<file path="src/rtl/irq_sched_pkg.sv">
// Shared definitions for the interrupt scheduler: register word offsets,
// FSM state encoding, vector width and the IVR word formatter.
package irq_sched_pkg;

  // Width of the vector field reported in IVR (supports up to 16 sources).
  localparam int VEC_W = 4;

  // Register word offsets, decoded from addr[3:2].
  localparam logic [1:0] IRQ_RAW = 2'd0;
  localparam logic [1:0] IRQ_IER = 2'd1;
  localparam logic [1:0] IRQ_IPR = 2'd2;
  localparam logic [1:0] IRQ_IVR = 2'd3;

  // Service state: IDLE looks for a candidate, ACTIVE holds one until EOI.
  typedef enum logic [0:0] {
    ST_IDLE   = 1'b0,
    ST_ACTIVE = 1'b1
  } state_t;

  // IVR layout: valid in bit 31, vector in the low nibble, zeros between.
  function automatic logic [31:0] ivr_word(input logic valid,
                                           input logic [VEC_W-1:0] vec);
    return {valid, {(31-VEC_W){1'b0}}, vec};
  endfunction

endpackage

</file>
<file path="src/rtl/irq_sched_if.sv">
// CPU-side register bus of the interrupt scheduler: a write channel with
// byte strobes and a read channel whose data is returned combinationally.
interface irq_sched_if;

  logic [3:0]  wr_addr;
  logic        wr_en;
  logic [31:0] wr_data;
  logic [3:0]  wr_strb;
  logic [3:0]  rd_addr;
  logic        rd_en;
  logic [31:0] rd_data;

  // The CPU bridge drives requests and samples read data.
  modport master (
    output wr_addr, wr_en, wr_data, wr_strb, rd_addr, rd_en,
    input  rd_data
  );

  // The scheduler accepts requests and returns read data.
  modport slave (
    input  wr_addr, wr_en, wr_data, wr_strb, rd_addr, rd_en,
    output rd_data
  );

endinterface

</file>
<file path="src/rtl/irq_sched_prio_enc.sv">
// Fixed-priority encoder: reports the lowest set request index and whether
// any request is set. Purely combinational so it can be reused by a
// second-level scheduler later.
module prio_enc
  import irq_sched_pkg::*;
#(
  parameter int N = 4
) (
  input  logic [N-1:0]     req,
  output logic [VEC_W-1:0] idx,
  output logic             any
);

  // Scan from the top down so the lowest set index is written last and wins.
  always_comb begin
    // NOTE: every output of a combinational block gets a default first so no
    // path leaves it unassigned, which would otherwise infer a latch.
    idx = '0;
    any = 1'b0;
    for (int i = N - 1; i >= 0; i--) begin
      if (req[i]) begin
        idx = VEC_W'(i);
        any = 1'b1;
      end
    end
  end

endmodule

</file>
<file path="src/rtl/irq_sched.sv">
// Memory-mapped interrupt scheduler for the MicroBlaze snake SoC.
// Latches peripheral interrupt lines as pending, picks the lowest-index
// enabled pending source, raises irq_out and holds that source in service
// until software acknowledges it with an EOI write to IVR (no nesting).
//
// Build option: define IRQ_SCHED_AUTOACK_EN to make an IVR read while a
// source is in service act as the EOI in the same cycle.
module irq_sched
  import irq_sched_pkg::*;
#(
  parameter int          N_SRC     = 4,
  // Per-source mode, bit=1 rising-edge, bit=0 level. Bits >= N_SRC unused.
  parameter logic [15:0] EDGE_MASK = 16'h000F
) (
  input  logic             clk,
  input  logic             rst,
  irq_sched_if.slave       bus,
  input  logic [N_SRC-1:0] src_in,
  output logic             irq_out
);

  localparam logic [N_SRC-1:0] EDGE_SRC = EDGE_MASK[N_SRC-1:0];

  // Register state.
  logic [N_SRC-1:0] src_d;
  logic [N_SRC-1:0] ier;
  logic [N_SRC-1:0] ipr;
  logic [N_SRC-1:0] ipr_n;
  logic [VEC_W-1:0] vec;
  state_t           state;
  state_t           state_n;

  // Decoded bus requests.
  logic             wr_ok;
  logic [1:0]       wr_sel;
  logic [1:0]       rd_sel;
  logic             eoi_wr;
  logic             rd_ack;
  logic             eoi;

  // Scheduling datapath.
  logic [N_SRC-1:0] set;
  logic [N_SRC-1:0] cand;
  logic [N_SRC-1:0] vec_oh;
  logic [VEC_W-1:0] pe_idx;
  logic             pe_any;
  logic             valid;

  // Byte offsets inside a word and data bits above the source count carry
  // no meaning for this block.
  logic unused_bits;
  assign unused_bits = ^{bus.wr_addr[1:0], bus.rd_addr[1:0],
                         bus.wr_data[31:N_SRC]};

  // ---------------------------------------------------------------------
  // Bus decode: only full-word writes are honoured, EOI included.
  // ---------------------------------------------------------------------
  assign wr_ok  = bus.wr_en && (bus.wr_strb == 4'b1111);
  assign wr_sel = bus.wr_addr[3:2];
  assign rd_sel = bus.rd_addr[3:2];
  assign eoi_wr = wr_ok && (wr_sel == IRQ_IVR);

`ifdef IRQ_SCHED_AUTOACK_EN
  // Reading the vector doubles as the acknowledge.
  assign rd_ack = bus.rd_en && (rd_sel == IRQ_IVR);
`else
  // Reads never have side effects.
  assign rd_ack = 1'b0;
`endif

  // An acknowledge only means something while a source is in service.
  assign eoi = (eoi_wr || rd_ack) && (state == ST_ACTIVE);

  // ---------------------------------------------------------------------
  // Pending logic
  // ---------------------------------------------------------------------
  // Edge sources pend on a rising edge, level sources whenever high.
  assign set = (src_in & ~src_d & EDGE_SRC) | (src_in & ~EDGE_SRC);

  // One-hot of the in-service source, used to retire it on EOI.
  assign vec_oh = N_SRC'(1) << vec;

  // Next pending vector: W1C and EOI clear, a fresh set always wins. EOI
  // clears the serviced bit for both modes; a level line that is still
  // high re-pends through set in that same cycle, a dropped one stays clear.
  always_comb begin
    ipr_n = ipr;
    if (wr_ok && (wr_sel == IRQ_IPR)) begin
      ipr_n = ipr_n & ~bus.wr_data[N_SRC-1:0];
    end
    if (eoi) begin
      ipr_n = ipr_n & ~vec_oh;
    end
    ipr_n = ipr_n | set;
  end

  // Register file, line history and the captured vector.
  always_ff @(posedge clk) begin
    // NOTE: sequential state uses non-blocking assignments so every flop
    // samples pre-edge values regardless of statement order.
    if (rst) begin
      // NOTE: everything here is a small flop, so all of it is reset; there
      // is no memory array whose contents could be left undefined.
      src_d <= '0;
      ier   <= '0;
      ipr   <= '0;
      vec   <= '0;
    end else begin
      src_d <= src_in;
      ipr   <= ipr_n;
      if (wr_ok && (wr_sel == IRQ_IER)) begin
        ier <= bus.wr_data[N_SRC-1:0];
      end
      if ((state == ST_IDLE) && pe_any) begin
        vec <= pe_idx;
      end
    end
  end

  // ---------------------------------------------------------------------
  // Source selection
  // ---------------------------------------------------------------------
  assign cand = ipr & ier;

  prio_enc #(
    .N (N_SRC)
  ) u_prio_enc (
    .req (cand),
    .idx (pe_idx),
    .any (pe_any)
  );

  // ---------------------------------------------------------------------
  // Service FSM
  // ---------------------------------------------------------------------
  // State register.
  always_ff @(posedge clk) begin
    if (rst) begin
      state <= ST_IDLE;
    end else begin
      state <= state_n;
    end
  end

  // Next state: enter service on any candidate, leave only on EOI. Leaving
  // always lands in IDLE for a cycle, which keeps irq_out low between
  // back-to-back services. Disabling the in-service source does not end it.
  always_comb begin
    state_n = state;
    unique case (state)
      ST_IDLE:   if (pe_any) state_n = ST_ACTIVE;
      ST_ACTIVE: if (eoi)    state_n = ST_IDLE;
      default:   state_n = ST_IDLE;
    endcase
  end

  // Outputs decoded from the state flop, so irq_out comes straight off a
  // register with no combinational path from the inputs.
  always_comb begin
    valid   = (state == ST_ACTIVE);
    irq_out = valid;
  end

  // ---------------------------------------------------------------------
  // Read mux (combinational, zero when not reading)
  // ---------------------------------------------------------------------
  // Returns the selected register word; the IVR vector is the last one
  // captured and is only meaningful while valid is set.
  always_comb begin
    bus.rd_data = '0;
    if (bus.rd_en) begin
      unique case (rd_sel)
        IRQ_RAW: bus.rd_data = {{(32-N_SRC){1'b0}}, src_in};
        IRQ_IER: bus.rd_data = {{(32-N_SRC){1'b0}}, ier};
        IRQ_IPR: bus.rd_data = {{(32-N_SRC){1'b0}}, ipr};
        IRQ_IVR: bus.rd_data = ivr_word(valid, vec);
        default: bus.rd_data = '0;
      endcase
    end
  end

endmodule

</file>
<file path="src/flat_wrapper.sv">
// flat-port wrapper written by rule: the top's interface ports become plain ports
module irq_sched_flat import irq_sched_pkg::*;
#(
  parameter int          N_SRC     = 4,
                                                                           
  parameter logic [15:0] EDGE_MASK = 16'h000F
)
  (clk, rst, src_in, irq_out, bus_wr_addr, bus_wr_en, bus_wr_data, bus_wr_strb, bus_rd_addr, bus_rd_en, bus_rd_data);
  irq_sched_if bus_i ();
  input  logic clk;
  input  logic rst;
  input  logic [N_SRC-1:0] src_in;
  output logic irq_out;
  input wire logic [$bits(bus_i.wr_addr)-1:0] bus_wr_addr;
  input wire logic [$bits(bus_i.wr_en)-1:0] bus_wr_en;
  input wire logic [$bits(bus_i.wr_data)-1:0] bus_wr_data;
  input wire logic [$bits(bus_i.wr_strb)-1:0] bus_wr_strb;
  input wire logic [$bits(bus_i.rd_addr)-1:0] bus_rd_addr;
  input wire logic [$bits(bus_i.rd_en)-1:0] bus_rd_en;
  output wire logic [$bits(bus_i.rd_data)-1:0] bus_rd_data;
  assign bus_i.wr_addr = bus_wr_addr;
  assign bus_i.wr_en = bus_wr_en;
  assign bus_i.wr_data = bus_wr_data;
  assign bus_i.wr_strb = bus_wr_strb;
  assign bus_i.rd_addr = bus_rd_addr;
  assign bus_i.rd_en = bus_rd_en;
  assign bus_rd_data = bus_i.rd_data;
  irq_sched #(.N_SRC(N_SRC), .EDGE_MASK(EDGE_MASK)) u_core (.clk(clk), .rst(rst), .bus(bus_i), .src_in(src_in), .irq_out(irq_out));
endmodule
</file>
<file path="config.mk">
export PLATFORM = sky130hd
export DESIGN_NAME = irq_sched_flat
export DESIGN_NICKNAME = d
export VERILOG_FILES = /design/src/rtl/irq_sched_pkg.sv /design/src/rtl/irq_sched_if.sv /design/src/rtl/irq_sched_prio_enc.sv /design/src/rtl/irq_sched.sv /design/src/flat_wrapper.sv
export SDC_FILE = /design/constraint.sdc
export NUM_CORES = 1
export LEC_CHECK = 0
export ABC_AREA = 1
export BUFFER_PORTS_ARGS = -buffer_cell sky130_fd_sc_hd__buf_2
export CAP_MARGIN = 20
export CORE_ASPECT_RATIO = 0.8
export CORE_MARGIN = 10
export CORE_UTILIZATION = 43
export CTS_BUF_LIST = sky130_fd_sc_hd__clkbuf_8
export DETAILED_ROUTE_END_ITERATION = 10
export PLACE_DENSITY = 0.87
export SETUP_SLACK_MARGIN = 0.05
export SLEW_MARGIN = 30
export SYNTH_ARGS = -nofsm -noshare
export SYNTH_HDL_FRONTEND = slang
export SYNTH_SLANG_ARGS = --single-unit
</file>
<file path="constraint.sdc">
create_clock -name clk -period 1.35 [get_ports clk]
set_input_delay 0.2025 -clock clk [delete_from_list [all_inputs] [get_ports clk]]
set_output_delay 0.2025 -clock clk [all_outputs]
set_load 0.02 [all_outputs]
</file>
Yosys cells after proc, flatten, opt, wreduce, memory -nomap -nowiden --
Cells that the tools add are included.
Word-level totals: register bits after elaboration 17, input port bits 52, output and inout port bits 33
Operators by class: eq/ne operators 7, shifts and indexed selects 1, muxes and demuxes 15, bitwise gates (word level) 9, reductions and logical operators 7
Operators by type and width (number):
- 32-bit one-hot mux with 4 select lines | 1
- 32-bit 2-to-1 mux | 1
- 4-bit 2-to-1 mux | 5
- 4-bit AND | 4
- 4-bit NOT | 3
- 2-bit equality test, second input constant | 4
- 1-bit logical AND | 6
- 1-bit 2-to-1 mux | 6
- 2-bit by 1-bit equality test with 1-bit output, second input constant | 2
- 4-bit equality test, second input constant | 1
- 4-bit OR | 1
- 1-bit by 4-bit << shifter with 4-bit output, first input constant | 1
- 2-bit zero test | 1
- 2-bit 2-to-1 mux | 1
- 1-bit one-hot mux with 2 select lines | 1
- 1-bit NOT | 1

Logic depth before layout (Yosys ltp) --
Gate-level depths: netlist of run 1.
depth after elaboration 7, mapped depth 7, mapped depth without buffers 7

Modules after synthesis --
A second synthesis of run 1 with hierarchy kept.
Unflattened totals: cell total of the unflattened synthesis 189, area total of the unflattened synthesis 1191.1 um^2
Modules (own cells, without submodules):
- irq_sched | times used 1, cells an instance 178, area each 1136.1 um^2, seq. area each 340.3 um^2
- prio_enc | times used 1, cells an instance 11, area each 55.1 um^2, seq. area each 0.0 um^2

Worst setup path after synthesis of run 1 --
Ideal clock, no wire load.
path kind in2out, start point input bus_rd_addr[3], end point output bus_rd_data[0], data arrival time 937 ps, required time 1148 ps, slack 211 ps, stages 5, buffers on the path 1, cell sequence buf_2 -> inv_2 -> nand2_1 -> o21ai_1 -> a31oi_1
On the way: cells in the longest elaborated chain, start to end 3, elaborated cells between the ends (all ways) 6, those cells by class eq/ne: 3; mux: 2; reduce/logical: 1
RTL lines:
- from (decl) | RTL line flat_wrapper.sv:18 | input wire logic [$bits(bus_i.rd_addr)-1:0] bus_rd_addr;
- 2-bit equality test, or another cell as far along | RTL line irq_sched.sv:172 | unique case (rd_sel)
- 32-bit one-hot mux with 4 select lines * | RTL line irq_sched.sv:172
- 32-bit 2-to-1 mux * | RTL line irq_sched.sv:171 | if (bus.rd_en) begin
- to (decl) | RTL line flat_wrapper.sv:20 | output wire logic [$bits(bus_i.rd_data)-1:0] bus_rd_data;
Every way passes the cells marked *; elsewhere a longest branch is shown, timed or not. The select of a mux whose other input is x is not followed.

Worst setup path after layout of run 1 --
start point register u_core.ier[1], end point output bus_rd_data[1]
On the way: cells in the longest elaborated chain, start to end 2
RTL lines:
- from (decl) | RTL line irq_sched.sv:26 | logic [N_SRC-1:0] ier;
- from (signal assigned) | RTL line irq_sched.sv:112 | ier <= bus.wr_data[N_SRC-1:0];
- 32-bit one-hot mux with 4 select lines | RTL line irq_sched.sv:172
- 32-bit 2-to-1 mux | RTL line irq_sched.sv:171
Every way passes these cells. The select of a mux whose other input is x is not followed.

==> results of run 1 <==
-- worst min path at each step --
stage / from / depth (start not counted) / endpoint / slack [ps]
after CTS: src_in[0] / 3 / u_core.src_d[0]$_SDFF_PP0_ / 170
after detailed placement: u_core.src_d[1]$_SDFF_PP0_ / 3 / u_core.ipr[1]$_SDFF_PP0_ / 440
after global routing: src_in[0] / 3 / u_core.src_d[0]$_SDFF_PP0_ / 180
after global placement: u_core.src_d[3]$_SDFF_PP0_ / 3 / u_core.ipr[3]$_SDFF_PP0_ / 440
final: src_in[0] / 3 / u_core.src_d[0]$_SDFF_PP0_ / 180
after floorplan: src_in[0] / 2 / u_core.src_d[0]$_SDFF_PP0_ / 320
-- through the flow --
step / setup WS (ps) / total power, uW / cell area (sq um) / hold WS [ps]
final: 47.3 / 1070 / 1210 / 175
after global routing: -12.0 / 1130 / 1210 / 184
after CTS: 36.2 / 1060 / 1170 / 172
after detailed placement: 158 / 684 / 1110 / 443
after global placement: 176 / 681 / 1110 / 440
after floorplan: 211 / 686 / 1160 / 321
-- sequential cells by signal, indices dropped and copies added, names as in the netlist --
signal          flops
u_core.src_d        4
u_core.ier          4
u_core.vec          2
u_core.ipr          4
u_core.irq_out      1
-- timing repair --
item / CTS / global route
setup buffers: 0 / 1
pin swaps: 0 / 3
setup endpoints to repair: 3 / 4
gates cloned: 0 / 0
resized for setup: 5 / 14
-- routing by layer --
metal	global-route usage	part of all wire	routed length, um	vias to the layer above
met4	0.0486	0.017	44	0
met5	0	0	0	-
met1	0.124	0.43	1140	438
met2	0.145	0.44	1150	39
met3	0.0487	0.11	300	5
li1	-	-	-	524
-- tightest hold or removal path: stages --
cell	delay, ps
buf_2	100
inv_1	40
nor2_1	40
-- layout make-up --
| cell class | count | area, sq um |
|---|---|---|
| clock buffers | 3 | 41.3 |
| clock inverters | 1 | 5.00 |
| fillers | 256 | 1190 |
| inverters | 28 | 105 |
| multi-input cells | 125 | 574 |
| flip-flops and latches | 15 | 309 |
| well taps | 27 | 33.8 |
| repair buffers | 26 | 146 |
-- placed cells by master (no fill, tap or decap), types with 5 or more instances in the layout --
cell,Yosys,final
nand3_1,14,13
nand2_1,38,37
nor2_1,23,23
o21ai_1,6,5
inv_1,24,23
conb_1,1,27
inv_2,4,5
buf_2,2,21
dfxtp_1,15,10
-- synthesized netlist by cell type --
library cell | count | area share
a21oi_1 | 5 | 0.023
a31oi_1 | 1 | 0.0059
buf_2 | 2 | 0.0094
buf_4 | 27 | 0.19
conb_1 | 1 | 0.0035
dfxtp_1 | 15 | 0.28
inv_1 | 24 | 0.085
inv_2 | 4 | 0.014
nand2_1 | 38 | 0.13
nand3_1 | 14 | 0.066
nand3_2 | 1 | 0.0094
nand3_4 | 1 | 0.016
nand4_1 | 4 | 0.023
nor2_1 | 23 | 0.081
nor2_4 | 1 | 0.011
nor3_1 | 2 | 0.0094
o21ai_0 | 2 | 0.0094
o21ai_1 | 6 | 0.028
-- power by group through the flow --
stage                     Sequential, uW  Combinational, uW  Clock, uW
after global placement               486                196          0
final                                476                221        375
after CTS                            476                201        383
after floorplan                      483                203          0
after detailed placement             486                198          0
after global routing                 478                244        413
-- kinds of logic after synthesis --
| kind of cell | count (synthesis) |
|---|---|
| AO/OA/AOI/OAI | 14 |
| buffers and inverters | 57 |
| flip-flops | 15 |
| other | 1 |
| AND/OR/NAND/NOR | 84 |
==> flow_summary.ini, run 1 <==
[status]
status = completed

[clock_network]
cts.root.buffer_cell = clkbuf_8
tritoncts.num_buffers = 3
clkSinkCount = 15
path_clk_slew_ps = 60
tritoncts_clock_tree = yes
clockBufferDepth = 2
cts-htree-levels = 1
cts_hold_buf = 0
clock_insertion_delay_worst_skew_ps = 260

[finish]
fin_util = 0.506
areaGrowthSynthToFinish_pct = 14.0
nNetsFinal = 251
number_of_standard_cells_in_the_final_layout_excluding_fillers = 225
drive_above_1_share = 0.253
num_antenna_cells = 0

[place]
post-place-cells = 220
gp_routability_congestion = 0.895
dpl.hpwl_mm = 2.12
placement.io_buffers = 25

[logic_synthesis]
synth_area_sq_mm = 0.00107
synth-seq-area-share = 0.282
synthCells = 171
share_of_synthesized_cell_area_in_full_adder_half_adder_and_majority_cells = 0
synth_xor_area_frac = 0
yosys.cell_types.count = 18
post_synth_mux_area_share = 0
yosys_register_bits = 15
synth_simple_gate_area_frac = 0.350
synth.avg_cell_area_sq_um = 6.23
dominant_combinational_cell_family_by_area_after_synthesis = simple AND/OR/NAND/NOR gates
yosysWarningCount = 0
synth_compound_gate_area_share = 0.0669

[critical_path]
worstPathCellList = inv_2 > a21oi_2 > a21oi_2 > a21oi_1 > buf_4
arrival_time_of_data_at_the_critical_path_endpoint_ps = 1100
setup.worst_path.end_class = primary output
worst_path_max_delay_cell = dfxtp_2
timing.critical_path.depth = 5
worstSetupStartpoint = u_core.ier[1]$_SDFFE_PP0P_
critPathKind = reg2out
worst_ep_required_time_ps = 1150
worst-r2r-setup-slack_ps = 350
worst-r2r-cell-count = 5
reg2reg_from = u_core.vec[1]$_SDFFE_PP0P_
crit_buf_inv = 2
path_delay_family = flip-flops
critical-path-top-cell-by-count = a21oi_2
crit_path_end = bus_rd_data[1]
r2r_end = u_core.ipr[2]$_SDFF_PP0_
critPathMaxFanout = 2
start_kind = register
crit_path_max_incr_delay_ps = 340

[floorplan]
coreArea_sq_mm = 0.00240
floorplan.initialDensity = 0.444
dieWidth_um = 75.7
die_h_um = 64.5
row_count = 16
pin_count = 85
die-area_sq_mm = 0.00488

[timing]
period_minus_slack_ps = 1300
final_worst_path_cycle_share = 0.965
rsz0062_at_grt = true
timing.final.setup_violations = 0
finClkSkew_ps = 4.43
tns_ps = 0
max_clock_freq_mhz = 768
final_max_slew_viol_count = 0
final-hold-violation-count = 0

[routing]
drt_pre_antenna_iters = 4
route.vias.total = 1006
postRouteAntennaNets = 0
routed_wl_mm = 2.63
routed_via_density = 4.47
drt-wirelength-per-cell_um = 11.7
drcViolationCount = 0
number_of_drc_violations_after_detailed_routing_iteration_0 = 84

[power_and_ir_drop]
power.density_cell_area_mw_per_mm2 = 882
share_comb_of_total_power = 0.206
total_switching_power_uw = 343
clock_power_share = 0.350
p_seq_frac = 0.444
int_pwr_uw = 729
vdd_ir_drop_max_mv = 0.679
fraction_of_power_spent_switching_nets = 0.320
power.leakage_uw = 0.000667

[global_route]
first_global_vias = 883
antenna_found_initial = 0
grt_remaining_overflow = 0
grt_pass1_wl_mm = 3.92
grt_max_degree = 11
grt_util_all_layers = 0.102

[worst_hold_path]
class_of_the_worst_hold_path = in2reg

[job]
drv.max_cap_violation_count = 0
Note: power is estimated with default switching activity, not from simulation.
==> run 2: changes to the inputs <==
--- a/config.mk
+++ b/config.mk
@@ -9,13 +9,12 @@
 export BUFFER_PORTS_ARGS = -buffer_cell sky130_fd_sc_hd__buf_2
 export CAP_MARGIN = 20
 export CORE_ASPECT_RATIO = 0.8
-export CORE_MARGIN = 10
 export CORE_UTILIZATION = 43
 export CTS_BUF_LIST = sky130_fd_sc_hd__clkbuf_8
 export DETAILED_ROUTE_END_ITERATION = 10
 export PLACE_DENSITY = 0.87
 export SETUP_SLACK_MARGIN = 0.05
-export SLEW_MARGIN = 30
+export SLEW_MARGIN = 20
 export SYNTH_ARGS = -nofsm -noshare
 export SYNTH_HDL_FRONTEND = slang
 export SYNTH_SLANG_ARGS = --single-unit
==> flow_summary.ini, run 2 (synthesized netlist as in run 1, its figures left out) <==
[status]
status = complete, but fails checks
violations = design-rule violations

[clock_network]
postCtsSetupRepairBufs = 0
clockBufferDepth = 2
cts.root.buffer_cell = clkbuf_8
clkSinkCount = 15
cts-htree-levels = 1
tritoncts_clock_tree = yes
clock_insertion_delay_worst_skew_ps = 250
path_clk_slew_ps = 60
tritoncts.num_buffers = 3

[critical_path]
critPathMaxFanout = 2
worst-r2r-cell-count = 5
crit_path_max_incr_delay_ps = 330
worst_path_max_delay_cell = dfxtp_2
arrival_time_of_data_at_the_critical_path_endpoint_ps = 1120
critPathKind = reg2out
worst-r2r-setup-slack_ps = 340
start_kind = register
worst_ep_required_time_ps = 1150
critical-path-top-cell-by-count = a21oi_2
worstPathCellList = inv_2 > a21oi_2 > a21oi_2 > a21oi_2 > buf_4
reg2reg_from = u_core.irq_out$_SDFF_PP0_
setup.worst_path.end_class = primary output
r2r_end = u_core.ipr[3]$_SDFF_PP0_

[finish]
areaGrowthSynthToFinish_pct = 11.4
sequential_cell_area_sq_um = 309
layout.cells.most_common_list = nand2_1, conb_1, inv_1, nor2_1, buf_2
area_used_by_multi_input_combinational_logic_sq_um = 562
n_fill_cell = 236
drive_above_1_share = 0.228
largest_registers = u_core.ier: 4 flops, u_core.ipr: 4 flops, u_core.src_d: 4 flops
leading_cell_type_in_the_layout_fill_and_taps_excluded = nand2_1
num_antenna_cells = 0
nNetsFinal = 250
layout.cell_area.non_filler_sq_mm = 0.00119

[global_route]
first_global_vias = 764
grt_max_degree = 11
grt_util_all_layers = 0.174
grt_remaining_overflow = 0
antenna_found_initial = 0
grt_pass1_wl_mm = 3.35

[job]
drv.max_cap_violation_count = 0

[worst_hold_path]
timing.hold.worst_endpoint = u_core.src_d[1]$_SDFF_PP0_
min-delay-start = src_in[1]
class_of_the_worst_hold_path = in2reg
whs_path_depth = 3

[place]
placement.io_buffers = 25
placed_cell_area_sq_mm = 0.00111
gp_routability_congestion = 0.871
dpl.hpwl_mm = 1.68
place_ws_ps = 174

[timing]
final-hold-violation-count = 0
timing.final.setup_violations = 0
rsz0062_at_grt = true
finalWorstSetupSlack_ps = 25.6
final_max_slew_viol_count = 0
max_clock_freq_mhz = 755
period_minus_slack_ps = 1320
final_worst_path_cycle_share = 0.981
finClkSkew_ps = 2.92

[power_and_ir_drop]
vdd_ir_drop_max_mv = 0.664
power.density_cell_area_mw_per_mm2 = 881
power.leakage_uw = 0.000659

[floorplan]
coreArea_sq_mm = 0.00225
floorplan.initialDensity = 0.473
dieWidth_um = 57.7
row_count = 15
die_h_um = 46.5
pin_count = 85
die-area_sq_mm = 0.00268

[routing]
drt-wirelength-per-cell_um = 10.1
number_of_drc_violations_after_detailed_routing_iteration_0 = 49
drcViolationCount = 6
route.vias.total = 979
routed_via_density = 4.41
postRouteAntennaNets = 0
routed_wl_mm = 2.25
drt_pre_antenna_iters = 7
-- run 2: layer usage --
metal | track usage | part of all wire | vias up
li1 | - | - | 523
met1 | 0.227 | 0.49 | 418
met2 | 0.277 | 0.44 | 36
met3 | 0.0646 | 0.073 | 2
met4 | 0.0429 | 0.0045 | 0
met5 | 0 | 0 | -
-- run 2: power by group --
part           switching, uW  internal [uW]  leakage (uW)  total, uW
Clock                    158            202     0.0000269        360
Combinational            153           55.7      0.000506        209
Sequential              14.5            463      0.000126        478
Total                    326            721      0.000659       1050
-- run 2: repair_timing --
action | in CTS | in global routing
pin swaps | 0 | 4
hold buffers | 0 | 0
setup endpoints to repair | 4 | 4
gates cloned | 0 | 0
resized for setup | 4 | 12
-- run 2: worst max-delay path: cells and delay by family (launching register included) --
family                 cells  cell delay, ps
AO/OA/AOI/OAI              3             360
flip-flops                 1             330
buffers and inverters      2             190
-- run 2: final cells by class --
type                            instances  share of cell area
Multi-Input combinational cell        125               0.473
Sequential cell                        15               0.260
Timing Repair Buffer                   25               0.114
Inverter                               28              0.0885
Clock buffer                            3              0.0348
Tap cell                               25              0.0263
Clock inverter                          1             0.00316
-- run 2: worst max path at each step --
stage | startpoint | end | slack [ps] | depth (start not counted)
6_report | u_core.ier[1]$_SDFFE_PP0P_ | bus_rd_data[1] | 30 | 5
5_1_grt | u_core.ier[1]$_SDFFE_PP0P_ | bus_rd_data[1] | -30 | 5
4_1_cts | u_core.ier[1]$_SDFFE_PP0P_ | bus_rd_data[1] | 20 | 5
3_5_place_dp | bus_rd_addr[3] | bus_rd_data[0] | 170 | 6
3_3_place_gp | bus_rd_addr[3] | bus_rd_data[0] | 180 | 6
2_1_floorplan | bus_rd_addr[3] | bus_rd_data[0] | 210 | 5
-- run 2: metrics by stage --
| step | cells | utilization | setup TNS, ps | hold WS (ps) | power [uW] |
|---|---|---|---|---|---|
| after floorplan | 197 | - | 0 | 321 | 686 |
| after global placement | 218 | 0.492 | 0 | 435 | 682 |
| after detailed placement | 218 | 0.492 | 0 | 445 | 684 |
| after CTS | 222 | 0.515 | 0 | 180 | 1050 |
| after global routing | 222 | 0.527 | -27.7 | 190 | 1100 |
| final | 222 | 0.527 | 0 | 188 | 1050 |
==> run 3: changes to the inputs <==
--- a/config.mk
+++ b/config.mk
@@ -9,10 +9,10 @@
 export BUFFER_PORTS_ARGS = -buffer_cell sky130_fd_sc_hd__buf_2
 export CAP_MARGIN = 20
 export CORE_ASPECT_RATIO = 0.8
-export CORE_UTILIZATION = 43
+export CORE_UTILIZATION = 36
 export CTS_BUF_LIST = sky130_fd_sc_hd__clkbuf_8
 export DETAILED_ROUTE_END_ITERATION = 10
-export PLACE_DENSITY = 0.87
+export PLACE_DENSITY = 0.78
 export SETUP_SLACK_MARGIN = 0.05
 export SLEW_MARGIN = 20
 export SYNTH_ARGS = -nofsm -noshare
==> constraint.sdc (replaced) <==
create_clock -name clk -period 1.08 [get_ports clk]
set_input_delay 0.162 -clock clk [delete_from_list [all_inputs] [get_ports clk]]
set_output_delay 0.162 -clock clk [all_outputs]
set_load 0.02 [all_outputs]
==> flow_summary.ini, run 3 (synthesized netlist as in run 1, its figures left out) <==
[critical_path]
critPathMaxFanout = 2
worst-r2r-setup-slack_ps = 90
reg2reg_from = u_core.ipr[2]$_SDFF_PP0_
worst_ep_required_time_ps = 920
worstSetupStartpoint = u_core.ier[1]$_SDFFE_PP0P_
setup.worst_path.end_class = primary output
critPathKind = reg2out
arrival_time_of_data_at_the_critical_path_endpoint_ps = 1070
start_kind = register

[global_route]
first_global_vias = 843
grt_util_all_layers = 0.153
antenna_found_initial = 0
grt_pass1_wl_mm = 3.66
grt_remaining_overflow = 0
grt_max_degree = 11

[clock_network]
clock_insertion_delay_worst_skew_ps = 250
tritoncts.num_buffers = 3
clkSinkCount = 15
clockBufferDepth = 2
cts.root.buffer_cell = clkbuf_8
cts-htree-levels = 1
cts_hold_buf = 0
tritoncts_clock_tree = yes
path_clk_slew_ps = 60

[routing]
routed_wl_mm = 2.39
number_of_drc_violations_after_detailed_routing_iteration_0 = 38
drt-wirelength-per-cell_um = 9.83
postRouteAntennaNets = 0
routed_via_density = 4.35
drt_pre_antenna_iters = 4
drcViolationCount = 0
route.vias.total = 1057

[finish]
leading_cell_type_in_the_layout_fill_and_taps_excluded = nand2_1
num_antenna_cells = 0
sequential_cell_area_sq_um = 314
largest_registers = u_core.ier: 4 flops, u_core.ipr: 4 flops, u_core.src_d: 4 flops
layout.cell_area.non_filler_sq_mm = 0.00133
area_used_by_multi_input_combinational_logic_sq_um = 602
areaGrowthSynthToFinish_pct = 24.5
drive_above_1_share = 0.337
nNetsFinal = 258
layout.cells.most_common_list = nand2_1, conb_1, inv_1, nor2_1, buf_2
n_fill_cell = 303

[place]
dpl.hpwl_mm = 1.70
gp_routability_congestion = 0.808
placement.io_buffers = 25
placed_cell_area_sq_mm = 0.00115
place_ws_ps = -10.4

[worst_hold_path]
class_of_the_worst_hold_path = in2reg
min-delay-start = src_in[1]

[timing]
period_minus_slack_ps = 1230
finClkSkew_ps = 2.99
timing.final.setup_violations = 5
rsz0062_at_grt = true
max_clock_freq_mhz = 814
final_max_slew_viol_count = 0
final-hold-violation-count = 0
final_worst_path_cycle_share = 1.14
finalWorstSetupSlack_ps = -148

[floorplan]
die-area_sq_mm = 0.00318
dieWidth_um = 62.8
coreArea_sq_mm = 0.00279
floorplan.initialDensity = 0.383
die_h_um = 50.7
row_count = 17
pin_count = 85

[status]
status = complete, but fails checks
violations = negative setup slack

[power_and_ir_drop]
vdd_ir_drop_max_mv = 0.842
power.density_cell_area_mw_per_mm2 = 1020
power.leakage_uw = 0.000722

[job]
drv.max_cap_violation_count = 0
[run 3: cell count changes in the layout (fill, tap and decap cells not counted), sizes merged]
cell / previous run / this run
buf: 25 / 32
clkbuf: 3 / 4
[run 3: through the flow]
step | utilization | total power (uW) | setup TNS, ps | hold WS [ps] | cells
final | 0.476 | 1350 | -478 | 141 | 243
after global routing | 0.476 | 1420 | -757 | 164 | 243
after CTS | 0.456 | 1340 | -559 | 139 | 242
after detailed placement | 0.414 | 863 | -27.4 | 405 | 234
after global placement | 0.414 | 861 | -11.0 | 406 | 234
after floorplan | - | 860 | 0 | 281 | 197
[run 3: final timing paths]
kind	endpoint	cells after the start
setup / recovery	bus_rd_data[1]	5
hold reg to reg	u_core.ipr[1]$_SDFF_PP0_	3
hold / removal	u_core.src_d[1]$_SDFF_PP0_	3
setup reg to reg	u_core.irq_out$_SDFF_PP0_	5
[run 3: power breakdown]
group / leakage (uW) / switching (uW) / internal, uW
combinational: 0.000568 / 205 / 90.0
clock: 0.0000269 / 208 / 252
sequential: 0.000127 / 17.2 / 580
[run 3: cell type report]
class | instances | share of cell area
flip-flops and latches | 15 | 0.237
well taps | 38 | 0.0358
clock buffers | 3 | 0.0311
repair buffers | 33 | 0.159
multi-input cells | 125 | 0.453
clock inverters | 1 | 0.00283
inverters | 28 | 0.0811
[run 3: worst max-delay path: stages, from the launching register on]
cell and delay, ps:
dfxtp_2 340, inv_2 40, a21oi_2 100, a21oi_1 50, a21oi_1 130, buf_4 160
[run 3: layer usage]
metal	routed length [um]	share of wire	vias to the layer above	GRT usage
met4	23	0.0096	0	0.0465
met5	0	0	-	0
met2	1100	0.46	36	0.257
li1	-	-	541	-
met3	144	0.060	5	0.0545
met1	1120	0.47	475	0.183
[run 3: timing repair]
action	CTS	global route
setup buffers	4	1
gates resized for setup	21	17
setup endpoints to repair	6	6
pin swaps	6	9
